--- config.mk ---
export PLATFORM = sky130hd
export DESIGN_NAME = tile_config_loader
export DESIGN_NICKNAME = d
export VERILOG_FILES = /design/src/rtl/tile_config_loader.sv
export SDC_FILE = /design/constraint.sdc
export NUM_CORES = 1
export LEC_CHECK = 0
export CORE_MARGIN = 5
export CORE_UTILIZATION = 56
export DETAILED_ROUTE_END_ITERATION = 8
export MAX_ROUTING_LAYER = met4
export PLACE_DENSITY_LB_ADDON = 0.2
export SETUP_SLACK_MARGIN = 0.1
export SLEW_MARGIN = 40
export SYNTH_ARGS = -nofsm -noshare
export SYNTH_HDL_FRONTEND = slang
export SYNTH_SLANG_ARGS = --single-unit
--- constraint.sdc ---
create_clock -name clk -period 4.05 [get_ports clk]
set_clock_uncertainty 0.1 [all_clocks]
set_input_delay 1.0125 -clock clk [delete_from_list [all_inputs] [get_ports clk]]
set_output_delay 1.0125 -clock clk [all_outputs]
set_load 0.005 [all_outputs]
--- src/rtl/tile_config_loader.sv ---
// Fabric configuration sequencer: buffers host commands in a FIFO and expands
// each into held single-tile writes on the shared config bus, parking it at 0 between commands.
module tile_config_loader #(
    parameter int FIFO_DEPTH  = 4,
    parameter int HOLD_CYCLES = 1
) (
    input  logic        clk,
    input  logic        reset,
    input  logic        in_valid,
    output logic        in_ready,
    input  logic [31:0] in_addr,
    input  logic [31:0] in_data,
    input  logic [15:0] in_count,
    output logic [31:0] config_addr,
    output logic [31:0] config_data,
    output logic        busy,
    output logic [31:0] words_written
);
    localparam int PW = $clog2(FIFO_DEPTH);
    localparam int HW = (HOLD_CYCLES > 1) ? $clog2(HOLD_CYCLES) : 1;

    typedef struct packed {
        logic [31:0] addr;
        logic [31:0] data;
        logic [15:0] count;
    } cmd_t;

    typedef enum logic [1:0] {S_IDLE, S_DRIVE, S_GAP} state_t;

    cmd_t          r_mem [FIFO_DEPTH];
    logic [PW-1:0] r_wr_ptr, r_rd_ptr;
    logic [PW:0]   r_level;
    logic          r_full;

    state_t        r_state;
    logic [31:0]   r_addr, r_data, r_words;
    logic [15:0]   r_remaining;
    logic [HW-1:0] r_hold;

    logic          w_push, w_pop, w_empty, w_hold_last;
    logic [PW:0]   w_level_nxt;
    cmd_t          w_head;
    logic [15:0]   w_head_cnt;

    assign w_empty     = (r_level == '0);
    assign in_ready    = reset && !r_full;
    assign w_push      = in_valid && in_ready;
    assign w_pop       = ((r_state == S_IDLE) || (r_state == S_GAP)) && !w_empty;
    assign w_level_nxt = r_level + {{PW{1'b0}}, w_push} - {{PW{1'b0}}, w_pop};
    assign w_head      = r_mem[r_rd_ptr];
    assign w_head_cnt  = (w_head.count == 16'd0) ? 16'd1 : w_head.count;
    assign w_hold_last = (r_hold == HW'(HOLD_CYCLES - 1));

    // Storage carries no reset; the level counter alone defines validity.
    always_ff @(posedge clk) begin
        if (w_push) r_mem[r_wr_ptr] <= '{addr: in_addr, data: in_data, count: in_count};
    end

    always_ff @(posedge clk or negedge reset) begin
        if (!reset) begin
            r_wr_ptr <= '0;
            r_rd_ptr <= '0;
            r_level  <= '0;
            r_full   <= 1'b0;
        end else begin
            if (w_push) r_wr_ptr <= r_wr_ptr + 1'b1;
            if (w_pop)  r_rd_ptr <= r_rd_ptr + 1'b1;
            r_level <= w_level_nxt;
            r_full  <= (w_level_nxt == (PW+1)'(FIFO_DEPTH));
        end
    end

    always_ff @(posedge clk or negedge reset) begin
        if (!reset) begin
            r_state     <= S_IDLE;
            r_addr      <= '0;
            r_data      <= '0;
            r_words     <= '0;
            r_remaining <= '0;
            r_hold      <= '0;
        end else begin
            case (r_state)
                S_IDLE, S_GAP: begin
                    // Bus is already parked at 0 on entry to either state.
                    if (w_pop) begin
                        r_addr      <= w_head.addr;
                        r_data      <= w_head.data;
                        r_remaining <= w_head_cnt;
                        r_hold      <= '0;
                        r_state     <= S_DRIVE;
                    end else begin
                        r_state <= S_IDLE;
                    end
                end
                S_DRIVE: begin
                    if (w_hold_last) begin
                        r_words <= r_words + 32'd1;
                        if (r_remaining > 16'd1) begin
                            r_addr[15:0] <= r_addr[15:0] + 16'd1;
                            r_remaining  <= r_remaining - 16'd1;
                            r_hold       <= '0;
                        end else begin
                            r_addr      <= '0;
                            r_data      <= '0;
                            r_remaining <= '0;
                            r_state     <= S_GAP;
                        end
                    end else begin
                        r_hold <= r_hold + 1'b1;
                    end
                end
                default: r_state <= S_IDLE;
            endcase
        end
    end

    assign config_addr   = r_addr;
    assign config_data   = r_data;
    assign words_written = r_words;
    assign busy          = (r_state != S_IDLE) || !w_empty;
endmodule

# After elaboration in Yosys (flattened, before gate mapping)
# Memory sizes are Yosys's and may differ from the RTL's.
# Index checks and enable logic that the tools add are counted.
[totals]
reg_bits = 123
latch_bits = 0
mem_bits_rw = 320
romBits = 0
out_inout_bits = 98
memories = 1
[mem_list]
columns = ["name", "depth", "width", "rd", "rd_clocked_by_memory_dff", "write_ports", "line_no", "text"]
rows = [
  ["r_mem", 4, 80, 1, 0, 1, "30", "cmd_t r_mem [FIFO_DEPTH];"],
]
[op_classes]
add_sub_neg = 8
multipliers = 0
div_mod_pow = 0
n_lt_le_gt_ge = 1
eq_ne = 6
n_shift = 0
mux = 23
bitwise = 1
reduce_logical = 18
[op_table]
columns = ["operator", "n"]
rows = [
  ["32-bit 2-to-1 mux", 5],
  ["32-bit one-hot mux with 2 select lines", 2],
  ["16-bit 2-to-1 mux", 6],
  ["32-bit by 1-bit adder with 32-bit output (second input constant)", 1],
  ["16-bit one-hot mux with 2 select lines", 1],
  ["16-bit by 1-bit adder with 16-bit output (second input constant)", 1],
  ["16-bit by 1-bit greater-than comparator with 1-bit output (second input constant)", 1],
  ["16-bit zero test", 1],
  ["16-bit by 1-bit subtractor with 16-bit output (second input constant)", 1],
  ["2-bit != test (second input constant)", 3],
  ["2-bit AND reduction", 3],
  ["1-bit 2-to-1 mux", 5],
  ["2-bit by 1-bit adder with 2-bit output (second input constant)", 2],
  ["2-bit 2-to-1 mux", 2],
  ["2-bit one-hot mux with 2 select lines", 1],
  ["4-bit AND reduction", 1],
  ["2-bit nonzero test", 2],
  ["3-bit by 1-bit adder with 3-bit output", 1],
  ["3-bit == test (second input constant)", 1],
  ["1-bit logical AND", 3],
  ["3-bit zero test", 1],
  ["3-bit AND reduction", 1],
  ["3-bit by 1-bit subtractor with 3-bit output", 1],
  ["2-bit by 1-bit == test with 1-bit output (second input constant)", 1],
  ["other kinds (8)", 10],
]

# Depth between registers and ports, before layout
# Gate-level depths: netlist (run 1).
[logic_depth]
ltp_word = 6
mapped_depth = 11
ltp_nobuf = 9

# Worst setup path after synthesis (run 1)
# OpenSTA, ideal clock, no wires.
[synth_path]
kind = "input port to flip-flop"
from = "input port reset"
to = "memory r_mem[1][0] (netlist name), enable pin"
setup_ns = 0.448
arrival_time_ns = 3.232
required_ns = 3.502
setup_slack_ns = 0.270
path_stages = 2
path_buffers = 0
cell_sequence = "nor2b_1 -> and3_1"
[synth_via]
elab_chain_cells = 4
[synth_lines]
columns = ["item", "line_no", "text"]
rows = [
  ["start, declared", "8", "input logic reset,"],
  ["1-bit logical AND", "46", "assign in_ready = reset && !r_full;"],
  ["1-bit logical AND", "47", "assign w_push = in_valid && in_ready;"],
  ["1-bit 2-to-1 mux", "56", "if (w_push) r_mem[r_wr_ptr] <= '{addr: in_addr, data: in_data, count: in_count};"],
  ["1-bit 2-to-1 mux (not written as such)", "56", ""],
  ["end, declared", "30", ""],
]
# No other way between the ends.

# Worst setup path in the final report (run 1)
[layout_path]
from = "input port reset"
to = "output port in_ready"
[layout_via]
elab_chain_cells = 1
[layout_lines]
columns = ["item", "line_no", "text"]
rows = [
  ["1-bit logical AND", "46", ""],
  ["end, declared", "10", "output logic in_ready,"],
]
# No other way between the ends.

==> results.md, run 1 <==
- Status: completed
- Placement Cell Area: 19600 µm²
- Main combinational cell family by area after synthesis: multiplexers
- Routed length on met1: 15700 µm
- Filler instances: a little over 2000
- Period utilization: approximately four fifths
- P_leak: roughly 7.6 nW
- Synthesized-area fraction occupied by adder cells: 0.839%
- Initial DRC count: between 800 and 900
- Max Cap Viol: 0
- GRT Util Overall: 22.5%
- CP peak stage delay: roughly 600 ps
- Die area: between 30000 and 40000 µm²
- Ys Warns: 0
- Grt total ovfl: 0
- Seq pwr share: 52.8%
- Detailed Routing Iterations Pass 1: 5
- Total Power: between 10 and 15 mW
- Net switching share of the total power: about a fifth
- Crit path DAT: between 2000 and 2500 ps
- Core footprint: roughly 31000 µm²
- #FFs+latches synth: approximately 440
- I/O pins: between 150 and 200
- Initial Util: a little under three fifths
- Max_slew headroom: 47.8%
- Clock share of power: between 40 and 50%
- Post-route ant nets: 0
- Clk slew on worst S/H paths: about 60 ps
- Residual DRC count: 0
- HPWL after detailed placement: roughly 22000 µm
- Initial antenna violation count: 3
- H-tree levels: 2
- Critical Path Start Type: input port
- Synth Cell Area: approximately 17000 µm²
- # resized after CTS: 0
- Slew Limit Fails: 0
- Ratio of cells with drive above 1 in the final layout: ~15%
- Final nets: approximately 1300
- Final Routed Wirelength: 36900 µm
- RSZ-0062 raised after global routing: no
- Internal power: around 8 mW
- Peak Freq: around 310 MHz
- CTS root buf: clkbuf_16
- Synth unique cells: a little under 60
- Mux share of post-synthesis cell area: about a tenth
- Clk Latency, worst-skew pair: between 500 and 600 ps
- Die X: 186 µm
- Worst endpoint required time: 2940 ps
- Worst path cell trace: buf_6 > nor2b_1 > clkdlybuf4s50_1
- Worst min path class: reg -> reg
- Final core utilization: between 60% and 70%
- Met2 wire length: between 15000 and 20000 µm
- Core Rows: 64
- Critical Path Sink Type: output port
- Max VDD drop: 392 µV
- Setup violations, final: 0
- Max Buffers Root-to-Sink: 3
- Least-Margin Pin Slew: slightly below 800 ps
- Critical path fanouts, max: 6
- Mean number of vias per cell: between 5 and 6
- Tmin final: 3210 ps
- Highest routed layer: met4
- Largest net degree at the start of global routing: 123
- Clock sink total: between 400 and 500
- Via Count: 9653
- First-pass GRT wire length: 57900 µm
- Min Hold Slack: around 380 ps
- Setup Buffers After CTS: 0
- Wire length per cell: about 22 µm
- Async set-or-reset flop fraction in the synthesized netlist: between 20 and 30%
- P&R area growth vs syn: 22.2%
- Critical path's slowest cell: clkdlybuf4s50_1
- Finished Cell Area: about 21000 µm²
- Post-synthesis simple-gate area fraction: 7.23%
- Num CTS Buffers: between 40 and 50
- Cts hold-fix bufs: 0
- Synth Flop Type: edfxtp_1
- Cells after Synth: around 1000
- Sequential area share after synthesis: 73.2%
- Post-synth EDFFs: between 300 and 400
- Mean Syn Cell Area: 16.8 µm²
- CTS tree: done
- Wire length on met3: around 2600 µm
- Comb power frac: just over 6%
- Number of I/O port buffers: between 150 and 200
- Post-synthesis xor/xnor area fraction: approximately 1.8%
- Worst setup path class: in -> out
- Hold Vio Cnt, Final: 0
- Placer Congestion: between 0.8 and 0.9
- Die height: 186 µm
- NetSw: approximately 2.1 mW
- PwrDens: about 480 nW/µm²
- Synth Net Count: between 1000 and 1500
- TNS Setup: 0 ps
- Fraction of the mapped netlist area in compound gates: ~4.8%
- R2R setup slack: roughly 1400 ps
- Vias in the first global route: a little over 10000
cell families after synthesis:
logic type,after synthesis
buffers and inverters,65
AO/OA/AOI/OAI,132
multiplexers,82
flip-flops,442
adder cells (fa/ha/maj),11
AND/OR/NAND/NOR,260
XOR/XNOR,36
area by class of cell:
class	count	area [µm²]	area share, %
diodes	3	7.51	0.0355
clock buffers	53	1170	5.55
clock inverters	28	318	1.50
inverters	15	56.3	0.266
multi-input cells	521	4390	20.7
flip-flops and latches	442	12700	59.9
well taps	396	495	2.34
repair buffers	200	2040	9.67
stage by stage:
step,instances,setup WS (ps)
4_1_cts,1654,844
3_3_place_gp,1573,753
6_report,1658,836
5_1_grt,1658,790
2_1_floorplan,1028,270
3_5_place_dp,1573,702
cell usage after synthesis, types with 4 or more instances:
cell type  number  area, µm²
ha_1           10        125
xnor2_1        26        228
a21oi_1        17       85.1
a221o_1         7       70.1
nand4_1        11       68.8
mux4_2         80       1800
nor4_1          6       37.5
nand2_1       143        537
o221ai_1        4       35.0
nor2_1         21       78.8
and3_1         18        113
and2_1          6       37.5
nand3_1        17       85.1
dfrtp_1       122       3050
nor3_1         10       50.1
xor2_1         10       87.6
or3_1           5       31.3
and4_1          4       35.0
o211a_1         8       80.1
edfxtp_1      320       9610
inv_1          14       52.6
buf_2          15       75.1
buf_1           7       26.3
nor3b_1         4       30.0
o21ai_1         6       30.0
o21ai_0        68        340
clkbuf_1       23       86.3
path summary, 6_finish.rpt:
check | from | endpoint | depth (start not counted)
setup / recovery | reset | in_ready | 3
hold / removal | words_written[31] | words_written[31] | 1
setup reg to reg | r_level[1] | r_full | 9
hold reg to reg | words_written[31] | words_written[31] | 1
max in group asynchronous | reset | r_rd_ptr[0] | 2
min in group asynchronous | reset | words_written[6] | 2
registers in the layout, summed over array words and instances, names as in the netlist:
name           count
config_data       32
r_remaining       16
r_full             1
words_written     32
r_state            2
config_addr       32
r_level            3
r_rd_ptr           2
r_wr_ptr           2
r_mem            320
cell usage in the layout (no fill, tap or decap), drive strengths merged, types with 4 or more instances in the layout:
| master | instances |
|---|---|
| o221ai | 4 |
| ha | 10 |
| dfrtp | 122 |
| and3 | 18 |
| clkinv | 19 |
| xor2 | 10 |
| o21ai | 74 |
| buf | 21 |
| and2 | 6 |
| nor2 | 21 |
| and4 | 4 |
| clkdlybuf4s50 | 179 |
| nand4 | 11 |
| nand3 | 17 |
| inv | 16 |
| nor4 | 9 |
| nor3 | 10 |
| o211a | 8 |
| nor3b | 5 |
| or3 | 6 |
| a21oi | 18 |
| mux4 | 80 |
| nand2 | 143 |
| edfxtp | 320 |
| a221o | 7 |
| clkbuf | 53 |
| bufinv | 6 |
| xnor2 | 26 |
| a21o | 4 |
power groups by stage:
| stage | registers (mW) | clock network, mW | logic [mW] |
|---|---|---|---|
| after detailed placement | 5.40 | 0 | 0.623 |
| final | 5.31 | 4.13 | 0.615 |
| after CTS | 5.31 | 4.20 | 0.628 |
| after global routing | 5.33 | 4.44 | 0.673 |
| after floorplan | 5.40 | 0 | 0.307 |
| after global placement | 5.38 | 0 | 0.616 |
per-layer routing:
metal | global-route usage [%] | vias up
met4 | 4.84 | 0
met3 | 4.75 | 44
met1 | 31.2 | 4916
met5 | - | -
met2 | 35.5 | 337
li1 | - | 4356
critical path: cells and delay by family:
kind | cells | cell delay, ps
AND/OR/NAND/NOR | 1 | 410
buffers and inverters | 2 | 680
Power figures use the tool's default switching activity.
==> run 2: changes to the inputs <==
- CORE_UTILIZATION: 56 -> 51
- clock period: 4.05 -> 2.7 ns (I/O delays scaled with it)
==> results.md, run 2 (synthesized netlist as in run 1, its figures left out) <==
- Tmin final: roughly 2500 ps
- Worst setup path class: reg -> out
- Cts hold-fix bufs: 0 (unchanged)
- Min Hold Slack: 163 ps (-219 ps)
- First-pass GRT wire length: 59200 µm (+2.3%)
- Setup violations, final: 0 (unchanged)
- Die area: 37700 µm² (+9.3%)
- Max Buffers Root-to-Sink: 3 (unchanged)
- H-tree levels: 2 (unchanged)
- PwrDens: 706 nW/µm² (+48%)
- Wire length per cell: 21.6 µm (-3.1%)
- Critical Path Start Type: flop
- Number of I/O port buffers: 180 (unchanged)
- Setup Buffers After CTS: 0 (unchanged)
- # resized after CTS: 1 (+1)
- Critical Path Sink Type: output port
- Period utilization: 92.2%
- TNS Setup: 0 ps (unchanged)
- RSZ-0062 raised after global routing: no
- Internal power: 12.0 mW (+51%)
- Grt total ovfl: 0 (unchanged)
- Critical path fanouts, max: 5 (-1)
- Placer Congestion: 0.805 (-1.5%)
- Mean number of vias per cell: 5.57 (-4.3%)
- Peak Freq: roughly 400 MHz
- Seq pwr share: 52.5% (-0.3 points)
- Most frequent cells in the layout: edfxtp_1 (320), clkdlybuf4s50_1 (178), nand2_1 (143)
- Detailed Routing Iterations Pass 1: 5 (unchanged)
- Die X: 194 µm (+4.5%)
- Non-filler cells, final: 1729 (+4.3%)
- Filler instances: 2453 (+21%)
- Max Cap Viol: 0 (unchanged)
- Core Rows: 67 (+4.7%)
- Max VDD drop: 520 µV (+33%)
- Vias in the first global route: 10178 (+0.82%)
- Clock sink total: 442 (unchanged)
- Crit path DAT: 1710 ps (-390 ps)
- GRT Util Overall: 20.6% (-2.0 points)
- Final Routed Wirelength: 37300 µm (+1.1%)
- Residual DRC count: 0 (unchanged)
- Largest Register: r_mem
- Status: completed
- Clock share of power: 40.8% (-0.3 points)
- Core footprint: 33500 µm² (+9.6%)
- Net switching share of the total power: 20.8% (-0.11 points)
- P_leak: 7.69 nW (+1.3%)
- CTS root buf: clkbuf_16
- HPWL after detailed placement: 23400 µm (+5.1%)
- Max reg flops: 320 (unchanged)
- Initial antenna violation count: 5 (+2)
- Final nets: 1334 (+1.2%)
- Clk Latency, worst-skew pair: 550 ps (+20 ps)
- NetSw: 3.16 mW (+50%)
- Commonest non-fill, non-tap cell in the layout: edfxtp_1
- Num CTS Buffers: 45 (+2.3%)
- Hold Vio Cnt, Final: 0 (unchanged)
- Largest net degree at the start of global routing: 73 (-41%)
- CTS tree: done
- Post-route ant nets: 0 (unchanged)
- Clk slew on worst S/H paths: 60 ps (about the same)
- P&R area growth vs syn: 23.9%
- Max_slew headroom: 52.4% (+4.7 points)
- Via Count: 9637 (-0.17%)
- Die height: 194 µm (+4.5%)
- Comb power frac: 6.7% (+0.6 points)
- Initial DRC count: 568 (-33%)
- Worst endpoint required time: 1920 ps (-1020 ps)
- Final core utilization: 64.0% (-5.2 points)
- Ratio of cells with drive above 1 in the final layout: 15.7% (+0.26 points)
- Slew Limit Fails: 0 (unchanged)
- Initial Util: 51.6% (-5.0 points)
- Worst min path class: in -> async
- I/O pins: 181 (unchanged)
- R2R setup slack: 290 ps (-1130 ps)
- Inst Count DP: 1641 (+4.3%)
- Total Power: 15.1 mW (+51%)
- Least-Margin Pin Slew: 713 ps (-54.9 ps)
-- run 2: cell count changes in the layout (fill, tap and decap cells not counted), moves of 3 or more --
cell | previous run | this run
clkinv_4 | 3 | 0
clkinv_2 | 12 | 6
clkbuf_16 | 44 | 47
clkbuf_1 | 5 | 13
buf_4 | 12 | 17
clkinv_1 | 3 | 7
buf_12 | 7 | 16
-- run 2: layout make-up --
class | instances | area [µm²] | share of cell area (%)
diodes | 5 | 12.5 | 0.0583
clock buffers | 64 | 1280 | 5.97
clock inverters | 19 | 213 | 0.991
inverters | 15 | 56.3 | 0.262
multi-input cells | 521 | 4390 | 20.5
flip-flops and latches | 442 | 12700 | 59.1
well taps | 448 | 561 | 2.61
repair buffers | 215 | 2270 | 10.6
-- run 2: power groups by stage --
stage	clock network [mW]	registers, mW	logic, mW
CTS	6.31	7.96	1.04
finish	6.18	7.96	1.01
global placement	0	8.07	1.02
floorplan	0	8.07	0.464
global route	6.63	7.99	1.10
detailed placement	0	8.09	1.03
-- run 2: path summary, 6_finish.rpt --
kind | startpoint | endpoint | depth (start not counted)
setup / recovery | r_full | in_ready | 3
hold / removal | reset | words_written[29] | 2
setup reg to reg | r_remaining[4] | config_addr[7] | 6
hold reg to reg | words_written[31] | words_written[31] | 1
max in group asynchronous | reset | config_data[6] | 3
min in group clk | words_written[31] | words_written[31] | 1
-- run 2: critical path: stages, from the launching register on --
cell,delay (ps)
dfrtp_1,380
nor2b_1,140
buf_4,160
clkdlybuf4s50_1,500
-- run 2: metal layers --
layer	vias to the layer above	GRT usage [%]	part of all wire (%)
li1	4396	-	-
met1	4946	28.7	44
met2	264	32.6	49
met3	31	3.96	5.8
met4	0	3.91	1.3
met5	-	-	0
-- run 2: metrics by stage --
step                setup slack, ps  cell area (µm²)
finish                          212            21500
global route                    116            21500
CTS                             177            21400
detailed placement             -145            19900
global placement               -113            19900
floorplan                       116            17300
